$ cat src/rtl/addsub_cmd_sequencer.sv
// addsub_cmd_sequencer: FIFO-buffered command driver for an external combinational add/sub, with a valid/ready result port.
// Define ADDSUB_OPCOUNT_EN to add the op_count result-handshake counter.
module addsub_cmd_sequencer #(
  parameter int WIDTH = 4,
  parameter int FIFO_DEPTH = 4
) (
  input  logic             clk,
  input  logic             rst_n,
  input  logic             cmd_valid,
  output logic             cmd_ready,
  input  logic [WIDTH-1:0] cmd_a,
  input  logic [WIDTH-1:0] cmd_b,
  input  logic             cmd_sub,
  output logic [WIDTH-1:0] add_a,
  output logic [WIDTH-1:0] add_b,
  output logic             add_cntr,
  input  logic             add_cy,
  input  logic [WIDTH-1:0] add_f,
  output logic             res_valid,
  input  logic             res_ready,
  output logic [WIDTH-1:0] res_f,
  output logic             res_cy,
`ifdef ADDSUB_OPCOUNT_EN
  output logic [7:0]       op_count,
`endif
  output logic             res_sub
);
  localparam int AW = $clog2(FIFO_DEPTH);
  typedef enum logic [1:0] {IDLE, DRIVE, HOLD} state_t;
  state_t state;
  logic [2*WIDTH:0] mem [FIFO_DEPTH];
  logic [2*WIDTH:0] head;
  logic [AW:0] wr_ptr, rd_ptr;
  logic empty, full, push, pop, res_hs;
  assign empty = wr_ptr == rd_ptr;
  assign full = (wr_ptr[AW] != rd_ptr[AW]) && (wr_ptr[AW-1:0] == rd_ptr[AW-1:0]);
  assign cmd_ready = !full;
  assign push = cmd_valid && !full;
  assign res_hs = res_valid && res_ready;
  assign pop = !empty && (state == IDLE || (state == HOLD && res_hs));
  assign head = mem[rd_ptr[AW-1:0]];
  always_ff @(posedge clk)
    if (push) mem[wr_ptr[AW-1:0]] <= {cmd_sub, cmd_a, cmd_b};
  always_ff @(posedge clk or negedge rst_n)
    if (!rst_n) begin
      wr_ptr <= '0;
      rd_ptr <= '0;
    end else begin
      if (push) wr_ptr <= wr_ptr + 1'b1;
      if (pop) rd_ptr <= rd_ptr + 1'b1;
    end
  // Adder inputs only move on a pop, so they stay stable through DRIVE and HOLD.
  always_ff @(posedge clk or negedge rst_n)
    if (!rst_n) begin
      state <= IDLE;
      add_a <= '0;
      add_b <= '0;
      add_cntr <= 1'b0;
      res_valid <= 1'b0;
      res_f <= '0;
      res_cy <= 1'b0;
      res_sub <= 1'b0;
    end else begin
      if (pop) {add_cntr, add_a, add_b} <= head;
      case (state)
        IDLE: if (!empty) state <= DRIVE;
        DRIVE: begin
          res_f <= add_f;
          res_cy <= add_cy;
          res_sub <= add_cntr;
          res_valid <= 1'b1;
          state <= HOLD;
        end
        HOLD: if (res_ready) begin
          res_valid <= 1'b0;
          state <= empty ? IDLE : DRIVE;
        end
        default: state <= IDLE;
      endcase
    end
`ifdef ADDSUB_OPCOUNT_EN
  always_ff @(posedge clk or negedge rst_n)
    if (!rst_n) op_count <= 8'd0;
    else if (res_hs) op_count <= op_count + 8'd1;
`endif
endmodule

$ cat config.mk
export PLATFORM = sky130hd
export DESIGN_NAME = addsub_cmd_sequencer
export DESIGN_NICKNAME = d
export VERILOG_FILES = /design/src/rtl/addsub_cmd_sequencer.sv
export SDC_FILE = /design/constraint.sdc
export NUM_CORES = 1
export LEC_CHECK = 0
export BUFFER_PORTS_ARGS = -buffer_cell sky130_fd_sc_hd__buf_4
export CAP_MARGIN = 20
export CORE_MARGIN = 2
export CORE_UTILIZATION = 55
export CTS_BUF_LIST = sky130_fd_sc_hd__clkbuf_16
export DETAILED_ROUTE_END_ITERATION = 10
export GPL_ROUTABILITY_DRIVEN = 0
export PLACE_DENSITY = 0.77
export SYNTH_ARGS = -nofsm -noshare
export SYNTH_HDL_FRONTEND = slang
export SYNTH_SLANG_ARGS = --single-unit
$ cat constraint.sdc
create_clock -name clk -period 2.1 [get_ports clk]
set_input_delay 0.105 -clock clk [delete_from_list [all_inputs] [get_ports clk]]
set_output_delay 0.105 -clock clk [all_outputs]
set_load 0.05 [all_outputs]
# Yosys cells after proc, flatten, opt, wreduce, memory -nomap -nowiden
# Memories as Yosys holds them, arrays and structs flattened. A register that Yosys moved wholly into a read port is not among the register bits.
# Cells that the tools add are included.
# Widths: inputs -> output; s select.
[word_totals] register_bits=15 ramBits=36 inputBits=18 out_inout_bits=17 elab_cells=38 memories=1
[op_classes] n_addsub=2 n_eq_ne=7 n_mux=8 reduce_logical=13
[mem_list] memory="mem" words=4 word_bits=9 rd=1 rd_clocked_by_memory_dff=1 write_ports=1 line="31" source="logic [2*WIDTH:0] mem [FIFO_DEPTH];"
[ops] cell="$add 3x1->3 const B" n=2
[ops] cell="$pmux 2 s3" n=1
[ops] cell="$logic_and 1x1->1" n=5
[ops] cell="$mux 1" n=4
[ops] cell="$mux 2" n=2
[ops] cell="$ne 2x2->1 const B" n=2
[ops] cell="$reduce_and 2->1" n=2
[ops] cell="$eq 3x3->1" n=1
[ops] cell="$logic_not 1->1" n=3
[ops] cell="$eq 2x1->1 const B" n=1
[ops] cell="$eq 2x2->1" n=1
[ops] cell="$eq 2x2->1 const B" n=1
[ops] cell="$logic_not 2->1" n=1
[ops] cell="$pmux 1 s2" n=1
[ops] cell="$reduce_bool 2->1" n=1
[ops] cell="$logic_or 1x1->1" n=1
[ops] cell="$ne 1x1->1" n=1

# Depth between registers and ports, before layout
# Gate-level depths: netlist of the first run.
[depth] ltp_word=6 depth_mapped=5 ltp_nobuf=4

# Worst setup path before layout of the first run
# OpenSTA, ideal clock, no wires.
[synth_timing] path_type="register to register" startpoint="register wr_ptr[0]" endpoint="register wr_ptr[2]" setup_ns=0.142 t_arrival_ns=1.807 required_time_ns=1.958 setup_slack_ns=0.151 path_stages_with_launch=5 path_buffers=0 period_less_slack_ns=1.949 cell_sequence="dfrtp_1 -> xnor2_1 -> nand3b_1 -> and3_1 -> xor2_1"
[synth_via] elab_chain_len=4 word_cells_on_any_way=5 cone_classes="add/sub (1); eq/ne (1); reduce/logical (3)"
[synth_lines] element="start: declaration" line="33" source="logic [AW:0] wr_ptr, rd_ptr;"
[synth_lines] element="start signal: assignment" line="49" source="if (push) wr_ptr <= wr_ptr + 1'b1;"
[synth_lines] element="$eq 2x2->1" line="36" source="assign full = (wr_ptr[AW] != rd_ptr[AW]) && (wr_ptr[AW-1:0] == rd_ptr[AW-1:0]);"
[synth_lines] element="$logic_and 1x1->1" line="36"
[synth_lines] element="$logic_not 1->1"
[synth_lines] element="via cmd_ready" line="10" source="output logic cmd_ready,"
[synth_lines] element="$logic_and 1x1->1" line="38" source="assign push = cmd_valid && !full;"
# The timed path passes the listed nets, and every way through them passes these cells.
# A chain may end at the register's enable or synchronous reset.

# Final worst setup path of the first run
[layout_timing] startpoint="register wr_ptr[0]" endpoint="register add_cntr, read port of mem"
[layout_via] elab_chain_len=3
[layout_lines] element="$eq 3x3->1" line="35" source="assign empty = wr_ptr == rd_ptr;"
[layout_lines] element="$logic_not 1->1"
[layout_lines] element="$logic_and 1x1->1" line="40" source="assign pop = !empty && (state == IDLE || (state == HOLD && res_hs));"
[layout_lines] element="end: declaration" line="16" source="output logic add_cntr,"
# Every way passes these cells.

==> results of run 1 <==
-- critical path, stage by stage, from the launching register on --
cell and delay (ns):
dfrtp_1 0.45, xnor2_1 0.18, a311oi_2 0.36, nand2_2 0.31, mux2_4 0.39
-- per-stage QoR --
step | setup slack, ns | util | instance area [um2] | cells | total power [uW]
floorplan | 0.151 | - | 2370 | 121 | 3680
global placement | 0.336 | 0.664 | 2700 | 206 | 4180
detailed placement | 0.294 | 0.664 | 2700 | 206 | 4280
CTS | 0.278 | 0.761 | 3090 | 232 | 5750
global route | 0.187 | 0.761 | 3090 | 232 | 5950
finish | 0.285 | 0.761 | 3090 | 232 | 5690
-- registers in the layout (all words and copies together) (netlist names) --
register   flops
res_valid      1
wr_ptr         3
res_cy         1
add_cntr       1
mem           36
state          2
rd_ptr         3
res_f          4
add_a          4
res_sub        1
add_b          4
-- power groups by stage --
| stage | clock network (uW) | registers (uW) | logic [uW] |
|---|---|---|---|
| after floorplan | 0 | 2430 | 1240 |
| after detailed placement | 0 | 1920 | 2360 |
| final | 1410 | 1920 | 2360 |
| after global routing | 1480 | 1960 | 2520 |
| after global placement | 0 | 1900 | 2290 |
| after CTS | 1430 | 1920 | 2400 |
-- layer usage --
layer	GRT usage	share of wire	routed length (um)	vias to the layer above
met3	0.0552	0.057	241	7
met1	0.211	0.39	1650	616
met2	0.348	0.54	2280	41
met4	0.118	0.021	89	0
li1	-	-	-	570
met5	0	0	0	-
-- path summary, 6_finish.rpt --
check | end | from | slack [ns] | depth (start not counted)
worst max-delay path | add_cntr | wr_ptr[0] | 0.28 | 4
worst min-delay path | res_cy | add_cy | 0.01 | 2
worst max register to register | add_cntr | wr_ptr[0] | 0.28 | 4
worst min register to register | wr_ptr[2] | wr_ptr[2] | 0.49 | 1
max in group asynchronous | add_b[0] | rst_n | 1.65 | 2
min in group asynchronous | add_a[2] | rst_n | 0.21 | 2
-- cell families (layout without fill, tap and decap cells) --
group / Yosys count / after routing / share of synthesized area
AND/OR/NAND/NOR: 11 / 11 / 0.0259
adder cells (fa/ha/maj): 5 / 5 / 0.0264
XOR/XNOR: 7 / 7 / 0.0259
flip-flops: 60 / 60 / 0.710
multiplexers: 26 / 26 / 0.181
AO/OA/AOI/OAI: 5 / 5 / 0.0159
buffers and inverters: 7 / 68 / 0.0148
-- repair_timing --
item,4_1_cts,5_1_grt
gates resized for setup,0,0
hold buffers,10,0
endpoints found under the hold margin,60,0
setup endpoints to repair,0,0
-- placed cells by master, fill, tap and decap left out, drive strengths merged --
master	n
a21o	1
a21oi	2
a311oi	1
and3	4
buf	38
bufinv	1
clkbuf	9
clkinv	2
clkinvlp	3
dfrtp	24
dlygate4sd3	10
edfxtp	36
ha	5
inv	5
mux2	17
mux4	9
nand2	3
nand3	1
nand3b	1
nor2	1
nor2b	1
o21ai	1
xnor2	6
xor2	1
-- final cells by class --
class / instances / area [um2]
Sequential cell: 60 / 1680
Multi-Input combinational cell: 54 / 651
Clock inverter: 7 / 68.8
Fill cell: 231 / 968
Clock buffer: 9 / 225
Timing Repair Buffer: 48 / 385
Inverter: 4 / 15.0
Tap cell: 50 / 62.6
==> flow_metrics.env, run 1 <==
export IMPL_p_leak_uw=0.00127
export IMPL_hold_viol_final=0
export IMPL_dr_pass1_iters=4
export IMPL_synthesis_nets=144
export IMPL_clk_path_buf_depth=2
export IMPL_overflow=0
export IMPL_fmax_mhz=551
export IMPL_die_y_um=69.6
export IMPL_layout_drive_gt1_share=0.440
export IMPL_synth_commonest_cells="edfxtp_1 (36), dfrtp_1 (24), mux2_4 (9), mux4_2 (9), mux2_2 (8)"
export IMPL_clk_pin_slew_worst_paths_ns=0.05
export IMPL_cts_root_buf="clkbuf_16"
export IMPL_crit_path_start_kind="flip-flop"
export IMPL_min_period_over_period=0.864
export IMPL_setup_tns_ns=0
export IMPL_num_antenna_cells=0
export IMPL_drt_iter0_drc=59
export IMPL_power_share_clock=0.248
export IMPL_start_util=0.583
export IMPL_synth_top_cell_area_share=0.457
export IMPL_clkLatencyLatePin_ns=0.32
export IMPL_dieArea_um2=4840
export IMPL_clkSinkCount=60
export IMPL_hpwl_um=2560
export IMPL_ant_nets=0
export IMPL_synth_cell_types=23
export IMPL_slew_violations=0
export IMPL_io_buffers=34
export IMPL_syn2layout_area_growth_pct=30.5
export IMPL_yosysTopAreaCell="edfxtp_1"
export IMPL_grt_start_max_net_pins=25
export IMPL_ios=35
export IMPL_cp_arrival_ns=2.02
export IMPL_worstPathMaxFanout=11
export IMPL_routed_via_density=5.32
export IMPL_synthCells=121
export IMPL_num_nets_final=200
export IMPL_cts_max_level=3
export IMPL_holdWs_ns=0.0121
export IMPL_post_cts_buffers=0
export IMPL_synth_most_common_cell="edfxtp_1"
export IMPL_grt_pass1_vias=1375
export IMPL_synth_yosys_seq_area_share=0.710
export IMPL_synthArstFlopShare=0.400
export IMPL_hp_class="in -> reg"
export IMPL_slew_headroom=0.621
export IMPL_cts_tree="built"
export IMPL_outcome="completed"
export IMPL_intPower_uw=3630
export IMPL_die_width_um=69.6
export IMPL_wl_um=4260
export IMPL_synth_seq_cells=60
export IMPL_cap_violations=0
export IMPL_worstMarginPinSlew_ns=0.567
export IMPL_peakVddDrop_v=0.000973
export IMPL_grt_first_pass_wirelength_um=6800
export IMPL_syn_area_um2=2370
export IMPL_drc=0
export IMPL_routedWlPerCell_um=18.4
export IMPL_combPwrFrac=0.415
export IMPL_synthFlopType="edfxtp_1"
export IMPL_finalSetupViolCount=0
export IMPL_antenna_found_initial=0
export IMPL_num_rows=23
export IMPL_path_class="reg -> reg"
export IMPL_crit_required_ns=2.31
export IMPL_core_area_um2=4060
export IMPL_seqPwrFrac=0.337
export IMPL_power_density_nw_per_um2=1840
export IMPL_synth_edf_count=36
export IMPL_track_usage=0.198
export IMPL_critPathCaptureType="flip-flop"
export IMPL_ys_warnings_count=0
export IMPL_rsz0062_at_grt="no"
export IMPL_vias=1234
export IMPL_numCtsBuffers=9
export IMPL_layout_min_cycle_time_ns=1.82
export IMPL_synth_area_leaders="edfxtp_1 (46%), dfrtp_1 (25%), mux4_2 (8.6%)"
export IMPL_postSynthAreaPerCell_um2=19.6
export IMPL_fin_skew_ns=0.00616
export IMPL_netSwitchingFraction=0.362
export IMPL_p_sw_uw=2060
(Power assumes the default switching activity.)
==> run 2, diff against run 1 <==
--- a/config.mk
+++ b/config.mk
@@ -7,11 +7,11 @@
 export LEC_CHECK = 0
 export BUFFER_PORTS_ARGS = -buffer_cell sky130_fd_sc_hd__buf_4
 export CAP_MARGIN = 20
+export CORE_ASPECT_RATIO = 0.75
 export CORE_MARGIN = 2
 export CORE_UTILIZATION = 55
 export CTS_BUF_LIST = sky130_fd_sc_hd__clkbuf_16
 export DETAILED_ROUTE_END_ITERATION = 10
-export GPL_ROUTABILITY_DRIVEN = 0
 export PLACE_DENSITY = 0.77
 export SYNTH_ARGS = -nofsm -noshare
 export SYNTH_HDL_FRONTEND = slang
==> flow_metrics.env, run 2 (synthesis results as in run 1) <==
export IMPL_outcome="completed"
export IMPL_worstHoldStart="add_f[0]"
export IMPL_numCtsBuffers=9
export IMPL_cts_resized=0
export IMPL_cp_arrival_ns=1.76
export IMPL_grt_pass1_vias=1322
export IMPL_dr_pass1_iters=4
export IMPL_grt_start_max_net_pins=25
export IMPL_num_nets_final=199
export IMPL_layout_common_cells="buf_4 (37), edfxtp_1 (36), dfrtp_1 (24)"
export IMPL_setup_tns_ns=0
export IMPL_io_buffers=34
export IMPL_num_rows=20
export IMPL_core_area_um2=4100
export IMPL_worstMarginPinSlew_ns=0.554
export IMPL_hpwl_um=2560
export IMPL_layout_drive_gt1_share=0.436
export IMPL_routed_via_density=5.22
export IMPL_start_util=0.577
export IMPL_utilization=0.758
export IMPL_cts_tree="built"
export IMPL_finalWorstSetupSlack_ns=0.296
export IMPL_hold_viol_final=0
export IMPL_rrSetupSlack_ns=0.30
export IMPL_reg2reg_from="wr_ptr[2]"
export IMPL_ant_nets=0
export IMPL_drc=0
export IMPL_cts_root_buf="clkbuf_16"
export IMPL_clkSinkCount=60
export IMPL_antenna_found_initial=0
export IMPL_final_common_cell="buf_4"
export IMPL_routedWlPerCell_um=17.4
export IMPL_gp_congestion=0.769
export IMPL_power_density_nw_per_um2=1860
export IMPL_cpLargestDelayFamily="simple AND/OR/NAND/NOR gates"
export IMPL_cp_cell_sequence="xnor2_1, nand3b_1, and3_1"
export IMPL_path_class="reg -> reg"
export IMPL_crit_path_start_kind="flip-flop"
export IMPL_fin_skew_ns=0.00487
export IMPL_critPathCaptureType="flip-flop"
export IMPL_ios=35
export IMPL_cts_max_level=3
export IMPL_min_period_over_period=0.859
export IMPL_largest_register_ffs=36
export IMPL_slowest_stage="and3_1"
export IMPL_peakVddDrop_v=0.00102
export IMPL_wl_um=4110
export IMPL_place_ws_ns=0.342
export IMPL_cap_violations=0
export IMPL_overflow=0
export IMPL_crit_start="wr_ptr[2]"
export IMPL_layout_min_cycle_time_ns=1.80
export IMPL_clkLatencyLatePin_ns=0.32
export IMPL_drt_iter0_drc=64
export IMPL_clk_pin_slew_worst_paths_ns=0.05
export IMPL_hp_class="in -> reg"
export IMPL_crit_required_ns=2.05
export IMPL_num_antenna_cells=0
export IMPL_die_y_um=60.8
export IMPL_clk_path_buf_depth=2
export IMPL_finalSetupViolCount=0
export IMPL_vias=1232
export IMPL_rsz0062_at_grt="no"
export IMPL_worstPathMaxFanout=9
export IMPL_syn2layout_area_growth_pct=31.4
export IMPL_grt_first_pass_wirelength_um=6400
export IMPL_p_leak_uw=0.00127
export IMPL_die_width_um=79.8
export IMPL_fmax_mhz=554
export IMPL_slew_headroom=0.629
export IMPL_track_usage=0.198
export IMPL_slew_violations=0
export IMPL_worst_path_buf_inv=0
export IMPL_cpPeakStageDelay_ns=0.53
export IMPL_dieArea_um2=4850
-- run 2: where the power goes --
group,internal [uW],total [uW],leakage (uW),switching [uW]
Combinational,1030,2360,0.000517,1330
Sequential,1690,1910,0.000611,220
Clock,1030,1520,0.000147,486
Total,3750,5780,0.00127,2040
-- run 2: per-layer routing --
| metal | part of all wire | global-route usage | up-vias |
|---|---|---|---|
| met5 | 0 | 0 | - |
| met4 | 0.0071 | 0.0726 | 0 |
| met3 | 0.065 | 0.0952 | 4 |
| met2 | 0.54 | 0.361 | 42 |
| met1 | 0.39 | 0.202 | 616 |
| li1 | - | - | 570 |
-- run 2: area by class of cell --
type,count,area [um2]
clock inverter,7,91.3
tap,55,68.8
multi-input combinational,54,651
timing repair buffer,47,378
fill,248,993
inverter,4,15.0
clock buffer,9,225
sequential,60,1680
-- run 2: final timing paths --
check	depth (start not counted)	to
setup / recovery	3	mem[1][3]
setup reg to reg	3	mem[1][3]
min in group asynchronous	2	state[1]
max in group asynchronous	2	add_b[1]
hold reg to reg	1	state[0]
hold / removal	2	res_f[0]
-- run 2: repair_timing --
| action | 4_1_cts | 5_1_grt |
|---|---|---|
| hold buffers | 10 | 0 |
| endpoints found under the hold margin | 60 | 0 |
| endpoints found under the setup margin | 0 | 0 |
| buffers inserted | 0 | 0 |
-- run 2: stage by stage --
stage	cell area [um2]	cells	hold WS (ns)	power, uW
6_report	3110	236	0.0213	5780
5_1_grt	3110	236	0.0151	6060
4_1_cts	3110	236	0.0117	5850
3_5_place_dp	2690	210	0.0180	4260
3_3_place_gp	2690	210	0.0110	4170
2_1_floorplan	2370	121	-0.191	3680
